===== config.mk =====
export PLATFORM = sky130hd
export DESIGN_NAME = ins_rom_arbiter_flat
export DESIGN_NICKNAME = d
export VERILOG_FILES = /design/src/rtl/ins_rom_arbiter_pkg.sv /design/src/rtl/ins_rom_arbiter_if.sv /design/src/rtl/ins_rom_arbiter.sv /design/src/flat_wrapper.sv
export SDC_FILE = /design/constraint.sdc
export NUM_CORES = 1
export LEC_CHECK = 0
export CORE_UTILIZATION = 48
export CTS_CLUSTER_DIAMETER = 200
export DETAILED_ROUTE_END_ITERATION = 7
export GPL_TIMING_DRIVEN = 0
export HOLD_SLACK_MARGIN = 0.15
export PLACE_DENSITY = 0.91
export SLEW_MARGIN = 5
export SYNTH_ARGS = -nofsm -noshare
export SYNTH_HDL_FRONTEND = slang
export SYNTH_SLANG_ARGS = --single-unit

===== constraint.sdc =====
create_clock -name clk -period 3.3 [get_ports clk]
set_clock_uncertainty 0.1 [all_clocks]
set_input_delay 0.495 -clock clk [delete_from_list [all_inputs] [get_ports clk]]
set_output_delay 0.495 -clock clk [all_outputs]
set_load 0.01 [all_outputs]

===== src/rtl/ins_rom_arbiter_pkg.sv =====
// Shared constants for the instruction-ROM arbiter: bus widths, FSM encoding
// and the burst word stride.
package ins_rom_arbiter_pkg;

  localparam int ADDR_W = 32;
  localparam int DATA_W = 32;

  localparam logic [ADDR_W-1:0] WORD_STRIDE = ADDR_W'(4);

  localparam logic [0:0] ARB_IDLE  = 1'b0;
  localparam logic [0:0] ARB_BURST = 1'b1;

endpackage


===== src/rtl/ins_rom_arbiter_if.sv =====
// CPU fetch, debug burst and ROM signals of the arbiter.
// The slave modport is the arbiter's view; master is the surrounding SoC.
interface ins_rom_arbiter_if #(
  parameter int LEN_W = 8
);
  import ins_rom_arbiter_pkg::*;

  logic              cpu_req;
  logic [ADDR_W-1:0] cpu_addr;
  logic              cpu_gnt;
  logic              cpu_rvalid;
  logic [DATA_W-1:0] cpu_rdata;

  logic              dbg_start;
  logic [ADDR_W-1:0] dbg_addr;
  logic [LEN_W-1:0]  dbg_len;
  logic              dbg_busy;
  logic              dbg_rvalid;
  logic [DATA_W-1:0] dbg_rdata;
  logic              dbg_done;

  logic              en_rom;
  logic [ADDR_W-1:0] rom_addr;
  logic [DATA_W-1:0] rom_data;

  modport slave (
    input  cpu_req, cpu_addr, dbg_start, dbg_addr, dbg_len, rom_data,
    output cpu_gnt, cpu_rvalid, cpu_rdata,
    output dbg_busy, dbg_rvalid, dbg_rdata, dbg_done,
    output en_rom, rom_addr
  );

  modport master (
    output cpu_req, cpu_addr, dbg_start, dbg_addr, dbg_len, rom_data,
    input  cpu_gnt, cpu_rvalid, cpu_rdata,
    input  dbg_busy, dbg_rvalid, dbg_rdata, dbg_done,
    input  en_rom, rom_addr
  );

endinterface


===== src/rtl/ins_rom_arbiter.sv =====
// One-access-per-cycle ROM arbiter: CPU has priority, the debug burst gets a
// beat at least every MAX_RUN+1 cycles. Read data returns one cycle after grant.
module ins_rom_arbiter
  import ins_rom_arbiter_pkg::*;
#(
  parameter int LEN_W   = 8,
  parameter int MAX_RUN = 4
) (
  input  logic             clk,
  input  logic             rst,
  ins_rom_arbiter_if.slave bus
);

  localparam int              RUN_W   = $clog2(MAX_RUN + 1);
  localparam logic [RUN_W-1:0] RUN_MAX = RUN_W'(MAX_RUN);

  logic [0:0]        r_state;
  logic [RUN_W-1:0]  r_run_cnt;
  logic [LEN_W-1:0]  r_remain;
  logic [ADDR_W-1:0] r_dbg_ptr;

  logic              r_cpu_rvalid;
  logic [DATA_W-1:0] r_cpu_rdata;
  logic              r_dbg_rvalid;
  logic [DATA_W-1:0] r_dbg_rdata;
  logic              r_dbg_done;

  logic              w_cpu_gnt;
  logic              w_dbg_gnt;
  logic              w_last_beat;

  // Grants are held off while reset is asserted so every output reads 0.
  always_comb begin
    w_cpu_gnt = 1'b0;
    w_dbg_gnt = 1'b0;
    if (!rst) begin
      if (r_state == ARB_IDLE)
        w_cpu_gnt = bus.cpu_req;
      else if (!bus.cpu_req || r_run_cnt == RUN_MAX)
        w_dbg_gnt = 1'b1;
      else
        w_cpu_gnt = 1'b1;
    end
  end

  assign w_last_beat = (r_remain == LEN_W'(1));

  always_ff @(posedge clk) begin
    if (rst) begin
      r_state      <= ARB_IDLE;
      r_run_cnt    <= '0;
      r_remain     <= '0;
      r_dbg_ptr    <= '0;
      r_cpu_rvalid <= 1'b0;
      r_cpu_rdata  <= '0;
      r_dbg_rvalid <= 1'b0;
      r_dbg_rdata  <= '0;
      r_dbg_done   <= 1'b0;
    end else begin
      r_cpu_rvalid <= w_cpu_gnt;
      r_dbg_rvalid <= w_dbg_gnt;
      r_dbg_done   <= w_dbg_gnt && w_last_beat;
      if (w_cpu_gnt) r_cpu_rdata <= bus.rom_data;
      if (w_dbg_gnt) r_dbg_rdata <= bus.rom_data;

      if (r_state == ARB_IDLE) begin
        // A zero-length start is dropped; the start cycle never issues a beat.
        if (bus.dbg_start && bus.dbg_len != '0) begin
          r_dbg_ptr <= bus.dbg_addr;
          r_remain  <= bus.dbg_len;
          r_run_cnt <= '0;
          r_state   <= ARB_BURST;
        end
      end else begin
        if (w_dbg_gnt) begin
          r_dbg_ptr <= r_dbg_ptr + WORD_STRIDE;
          r_remain  <= r_remain - LEN_W'(1);
          r_run_cnt <= '0;
          if (w_last_beat) r_state <= ARB_IDLE;
        end else if (w_cpu_gnt) begin
          r_run_cnt <= r_run_cnt + RUN_W'(1);
        end
      end
    end
  end

  assign bus.cpu_gnt    = w_cpu_gnt;
  assign bus.en_rom     = w_cpu_gnt | w_dbg_gnt;
  assign bus.rom_addr   = w_dbg_gnt ? r_dbg_ptr :
                          w_cpu_gnt ? bus.cpu_addr : '0;
  assign bus.cpu_rvalid = r_cpu_rvalid;
  assign bus.cpu_rdata  = r_cpu_rdata;
  assign bus.dbg_busy   = (r_state == ARB_BURST);
  assign bus.dbg_rvalid = r_dbg_rvalid;
  assign bus.dbg_rdata  = r_dbg_rdata;
  assign bus.dbg_done   = r_dbg_done;

endmodule


===== src/flat_wrapper.sv =====
// flat-port wrapper written by rule: the top's interface ports become plain ports
module ins_rom_arbiter_flat import ins_rom_arbiter_pkg::*;
#(
  parameter int LEN_W   = 8,
  parameter int MAX_RUN = 4
)
  (clk, rst, bus_cpu_req, bus_cpu_addr, bus_dbg_start, bus_dbg_addr, bus_dbg_len, bus_rom_data, bus_cpu_gnt, bus_cpu_rvalid, bus_cpu_rdata, bus_dbg_busy, bus_dbg_rvalid, bus_dbg_rdata, bus_dbg_done, bus_en_rom, bus_rom_addr);
  ins_rom_arbiter_if #(.LEN_W(LEN_W)) bus_i ();
  input  logic clk;
  input  logic rst;
  input wire logic [$bits(bus_i.cpu_req)-1:0] bus_cpu_req;
  input wire logic [$bits(bus_i.cpu_addr)-1:0] bus_cpu_addr;
  input wire logic [$bits(bus_i.dbg_start)-1:0] bus_dbg_start;
  input wire logic [$bits(bus_i.dbg_addr)-1:0] bus_dbg_addr;
  input wire logic [$bits(bus_i.dbg_len)-1:0] bus_dbg_len;
  input wire logic [$bits(bus_i.rom_data)-1:0] bus_rom_data;
  output wire logic [$bits(bus_i.cpu_gnt)-1:0] bus_cpu_gnt;
  output wire logic [$bits(bus_i.cpu_rvalid)-1:0] bus_cpu_rvalid;
  output wire logic [$bits(bus_i.cpu_rdata)-1:0] bus_cpu_rdata;
  output wire logic [$bits(bus_i.dbg_busy)-1:0] bus_dbg_busy;
  output wire logic [$bits(bus_i.dbg_rvalid)-1:0] bus_dbg_rvalid;
  output wire logic [$bits(bus_i.dbg_rdata)-1:0] bus_dbg_rdata;
  output wire logic [$bits(bus_i.dbg_done)-1:0] bus_dbg_done;
  output wire logic [$bits(bus_i.en_rom)-1:0] bus_en_rom;
  output wire logic [$bits(bus_i.rom_addr)-1:0] bus_rom_addr;
  assign bus_i.cpu_req = bus_cpu_req;
  assign bus_i.cpu_addr = bus_cpu_addr;
  assign bus_i.dbg_start = bus_dbg_start;
  assign bus_i.dbg_addr = bus_dbg_addr;
  assign bus_i.dbg_len = bus_dbg_len;
  assign bus_i.rom_data = bus_rom_data;
  assign bus_cpu_gnt = bus_i.cpu_gnt;
  assign bus_cpu_rvalid = bus_i.cpu_rvalid;
  assign bus_cpu_rdata = bus_i.cpu_rdata;
  assign bus_dbg_busy = bus_i.dbg_busy;
  assign bus_dbg_rvalid = bus_i.dbg_rvalid;
  assign bus_dbg_rdata = bus_i.dbg_rdata;
  assign bus_dbg_done = bus_i.dbg_done;
  assign bus_en_rom = bus_i.en_rom;
  assign bus_rom_addr = bus_i.rom_addr;
  ins_rom_arbiter #(.LEN_W(LEN_W), .MAX_RUN(MAX_RUN)) u_core (.clk(clk), .rst(rst), .bus(bus_i));
endmodule

==> qor.txt, run 1 <==
LEAKAGE -> 3.107 nW
GPL Wtd Cong -> 0.9438
Final hold slack -> 374.4 ps
First-pass GRT wire length -> 29350 µm
Pwr per Cell Area -> 413.5 nW/µm²
Final setup viols -> 0
TNS Setup -> 0 ps
Total core area -> 11080 µm²
Final Max Tran Viols -> 0
Clock latency on the worst-skew pair -> 360 ps
Post-route cell area -> 8175 µm²
H-tree levels -> 3
Clk pin slew, worst setup/hold paths -> 80 ps
Initial DRC count -> 599
CP cell instances -> inv_1 > ha_1 > nand2_1 > a21o_4 > clkbuf_2 > buf_2 > o21ai_0 > clkdlybuf4s50_1
Synth async-reset ratio -> 0%
Area of placed instances -> 7815 µm²
List of most frequent post-synthesis cells -> nand2_1, dfxtp_1, o21ai_0
Total of max-cap violations -> 0
Share of layout cells above drive strength 1 -> 7.027%
Crit path time final -> 3187 ps
Rel. slew slack -> 55.18%
Via-per-instance ratio -> 5.875
Worst EP required -> 2700 ps
Final Hold Violating Endpoints -> 0
Ys flop type -> dfxtp_1
Clk buf depth -> 2
Cell taking the most area after synthesis -> dfxtp_1
Maximum vdd drop -> 0.0002656 V
Crit-path max FO -> 10
Num CTS Buffers -> 9
DIE HEIGHT -> 109.6 µm
Synth Cell Area -> 5558 µm²
Top-count cell post-synth -> nand2_1
Seq/Total Area, Yosys -> 39.98%
DP HPWL -> 14220 µm
Clk root buf -> clkbuf_16
Warnings, synthesis -> 0
R2r setup slk -> 940 ps
Slew @ Worst Pin -> 668.6 ps
Via count -> 6257
Area contributors post-synth -> dfxtp_1, nand2_1, o21ai_0, nand3b_1, a22o_1
Critical Path Max Stage Delay -> 590 ps
WL final -> 19360 µm
Startpoint Class -> register
RSZ-0062 raised after global routing -> no
Sink Count -> 111
DRT Pass-1 Iters -> 5
Tot GR Track Use -> 31.93%
Post-route ant nets -> 0
DR WL/cell -> 18.18 µm
Crit Path Category -> register to primary output
Outcome -> finished clean
DRC viols -> 0
Largest net degree at the start of global routing -> 24
Worst Slack Setup Final -> 112.8 ps
CTS tree -> done
Post-Synthesis Cells -> 701
Post-layout util -> 73.80%
Grt ovf -> 0
Antenna Cells -> 0
Max Clock Freq -> 313.8 MHz
FP Rows -> 38
Synth top area share -> 39.98%
Post-placement setup slack -> -593.8 ps
Synth unique cells -> 62
I/O Buffers -> 208
Syn Area/Cell -> 7.928 µm²
Hold-fix buffer count after cts -> 0
CP max stage cell -> clkdlybuf4s50_1
Post-synth EDFFs -> 0
Vias in the first global route -> 5672
WP data arrival -> 2590 ps
Boundary Pins -> 210
Final nets -> 1033
Min-Delay Path Class -> register to register
Synthesized flop and latch total -> 111
Period Utilization, post-route -> 96.58%
Die area -> 12010 µm²
Layout area overhead -> 47.10%
Initial antenna violation count -> 0
Critical path endpoint category -> primary output
Syn Nets -> 814
Starting Density -> 50.17%
DIE WIDTH -> 109.6 µm
## area by class of cell
type | count | area (µm²)
Inverter | 16 | 60.06
Clock inverter | 7 | 93.84
Sequential cell | 111 | 2222
Tap cell | 140 | 175.2
Buffer | 54 | 290.3
Multi-Input combinational cell | 517 | 3004
Fill cell | 835 | 2903
Timing Repair Buffer | 211 | 2105
Clock buffer | 9 | 225.2
## worst paths after layout
kind                                         start                               endpoint  depth (start not counted)
max reg2reg       u_core.r_dbg_ptr[2]$_SDFFE_PP0P_      u_core.r_dbg_ptr[22]$_SDFFE_PP0P_                          6
min          u_core.bus.cpu_rdata[30]$_SDFFE_PP0P_  u_core.bus.cpu_rdata[30]$_SDFFE_PP0P_                          2
min reg2reg  u_core.bus.cpu_rdata[30]$_SDFFE_PP0P_  u_core.bus.cpu_rdata[30]$_SDFFE_PP0P_                          2
max               u_core.r_run_cnt[0]$_SDFFE_PP0P_                       bus_rom_addr[31]                          8
## kinds of logic after synthesis
logic type,Yosys count,synth area share [%]
muxes,4,0.7204
and+or+nand+nor,314,29.63
buffers and inverters,73,6.168
xor gates and xnor gates,1,0.1576
DFF,111,39.98
adders and majority gates,5,1.126
AOI/OAI and AO/OA,193,22.22
## cells in the final DEF, fill, tap and decap left out, types with 6 or more instances in the layout
cell | Yosys | routed
a21oi_1 | 38 | 38
a22o_1 | 28 | 28
a31oi_1 | 12 | 12
buf_2 | 15 | 17
clkbuf_1 | 28 | 20
clkbuf_16 | 0 | 9
clkdlybuf4s50_1 | 0 | 208
dfxtp_1 | 111 | 111
inv_1 | 15 | 15
nand2_1 | 132 | 132
nand2b_1 | 38 | 38
nand3_1 | 15 | 15
nand3b_1 | 33 | 33
nand4_1 | 6 | 6
nor2_1 | 31 | 31
nor3_1 | 15 | 15
nor4_1 | 6 | 6
o21ai_0 | 50 | 50
o21ai_1 | 26 | 26
## what timing repair did
item	in CTS	in global routing
pin swaps	1	0
setup endpoints to repair	34	23
gates resized for setup	8	9
endpoints found under the hold margin	0	0
buffers inserted	3	0
## power breakdown
group          internal (mW)  total [mW]  switching, mW
sequential              1.43        1.50         0.0761
combinational          0.377       0.721          0.344
clock                  0.554        1.16          0.601
## per-stage QoR
stage | cells | total power, mW
6_report | 1065 | 3.381
5_1_grt | 1065 | 3.509
4_1_cts | 1065 | 3.361
3_5_place_dp | 1049 | 2.234
3_3_place_gp | 1049 | 2.217
2_1_floorplan | 701 | 1.850
## per-layer routing
layer	GRT usage [%]	wire, µm
met5	0	0
met4	11.81	442
met1	38.91	7632
met2	55.08	9314
met3	6.876	1973
## worst max-delay path, delay by kind of cell (launching register included)
family                     cells  cell delay [ps]
buffers and inverters          4             1140
AOI/OAI and AO/OA              2              430
and+or+nand+nor                1               90
DFF                            1              340
adders and majority gates      1              230
## sequential cells by signal, summed over array words and instances (netlist names)
name / count
u_core.bus.cpu_rdata: 32
u_core.bus.dbg_rdata: 32
u_core.r_dbg_ptr: 32
u_core.r_remain: 8
u_core.r_run_cnt: 3
u_core.bus.cpu_rvalid: 1
u_core.bus.dbg_busy: 1
u_core.bus.dbg_done: 1
u_core.bus.dbg_rvalid: 1
(Power assumes the default switching activity.)
==> run 2: changes to the inputs <==
--- a/config.mk
+++ b/config.mk
@@ -11,7 +11,6 @@
 export GPL_TIMING_DRIVEN = 0
 export HOLD_SLACK_MARGIN = 0.15
 export PLACE_DENSITY = 0.91
-export SLEW_MARGIN = 5
 export SYNTH_ARGS = -nofsm -noshare
 export SYNTH_HDL_FRONTEND = slang
 export SYNTH_SLANG_ARGS = --single-unit
==> results of run 2 <==
Final layout, timing and power as in run 1 (identical DEF).
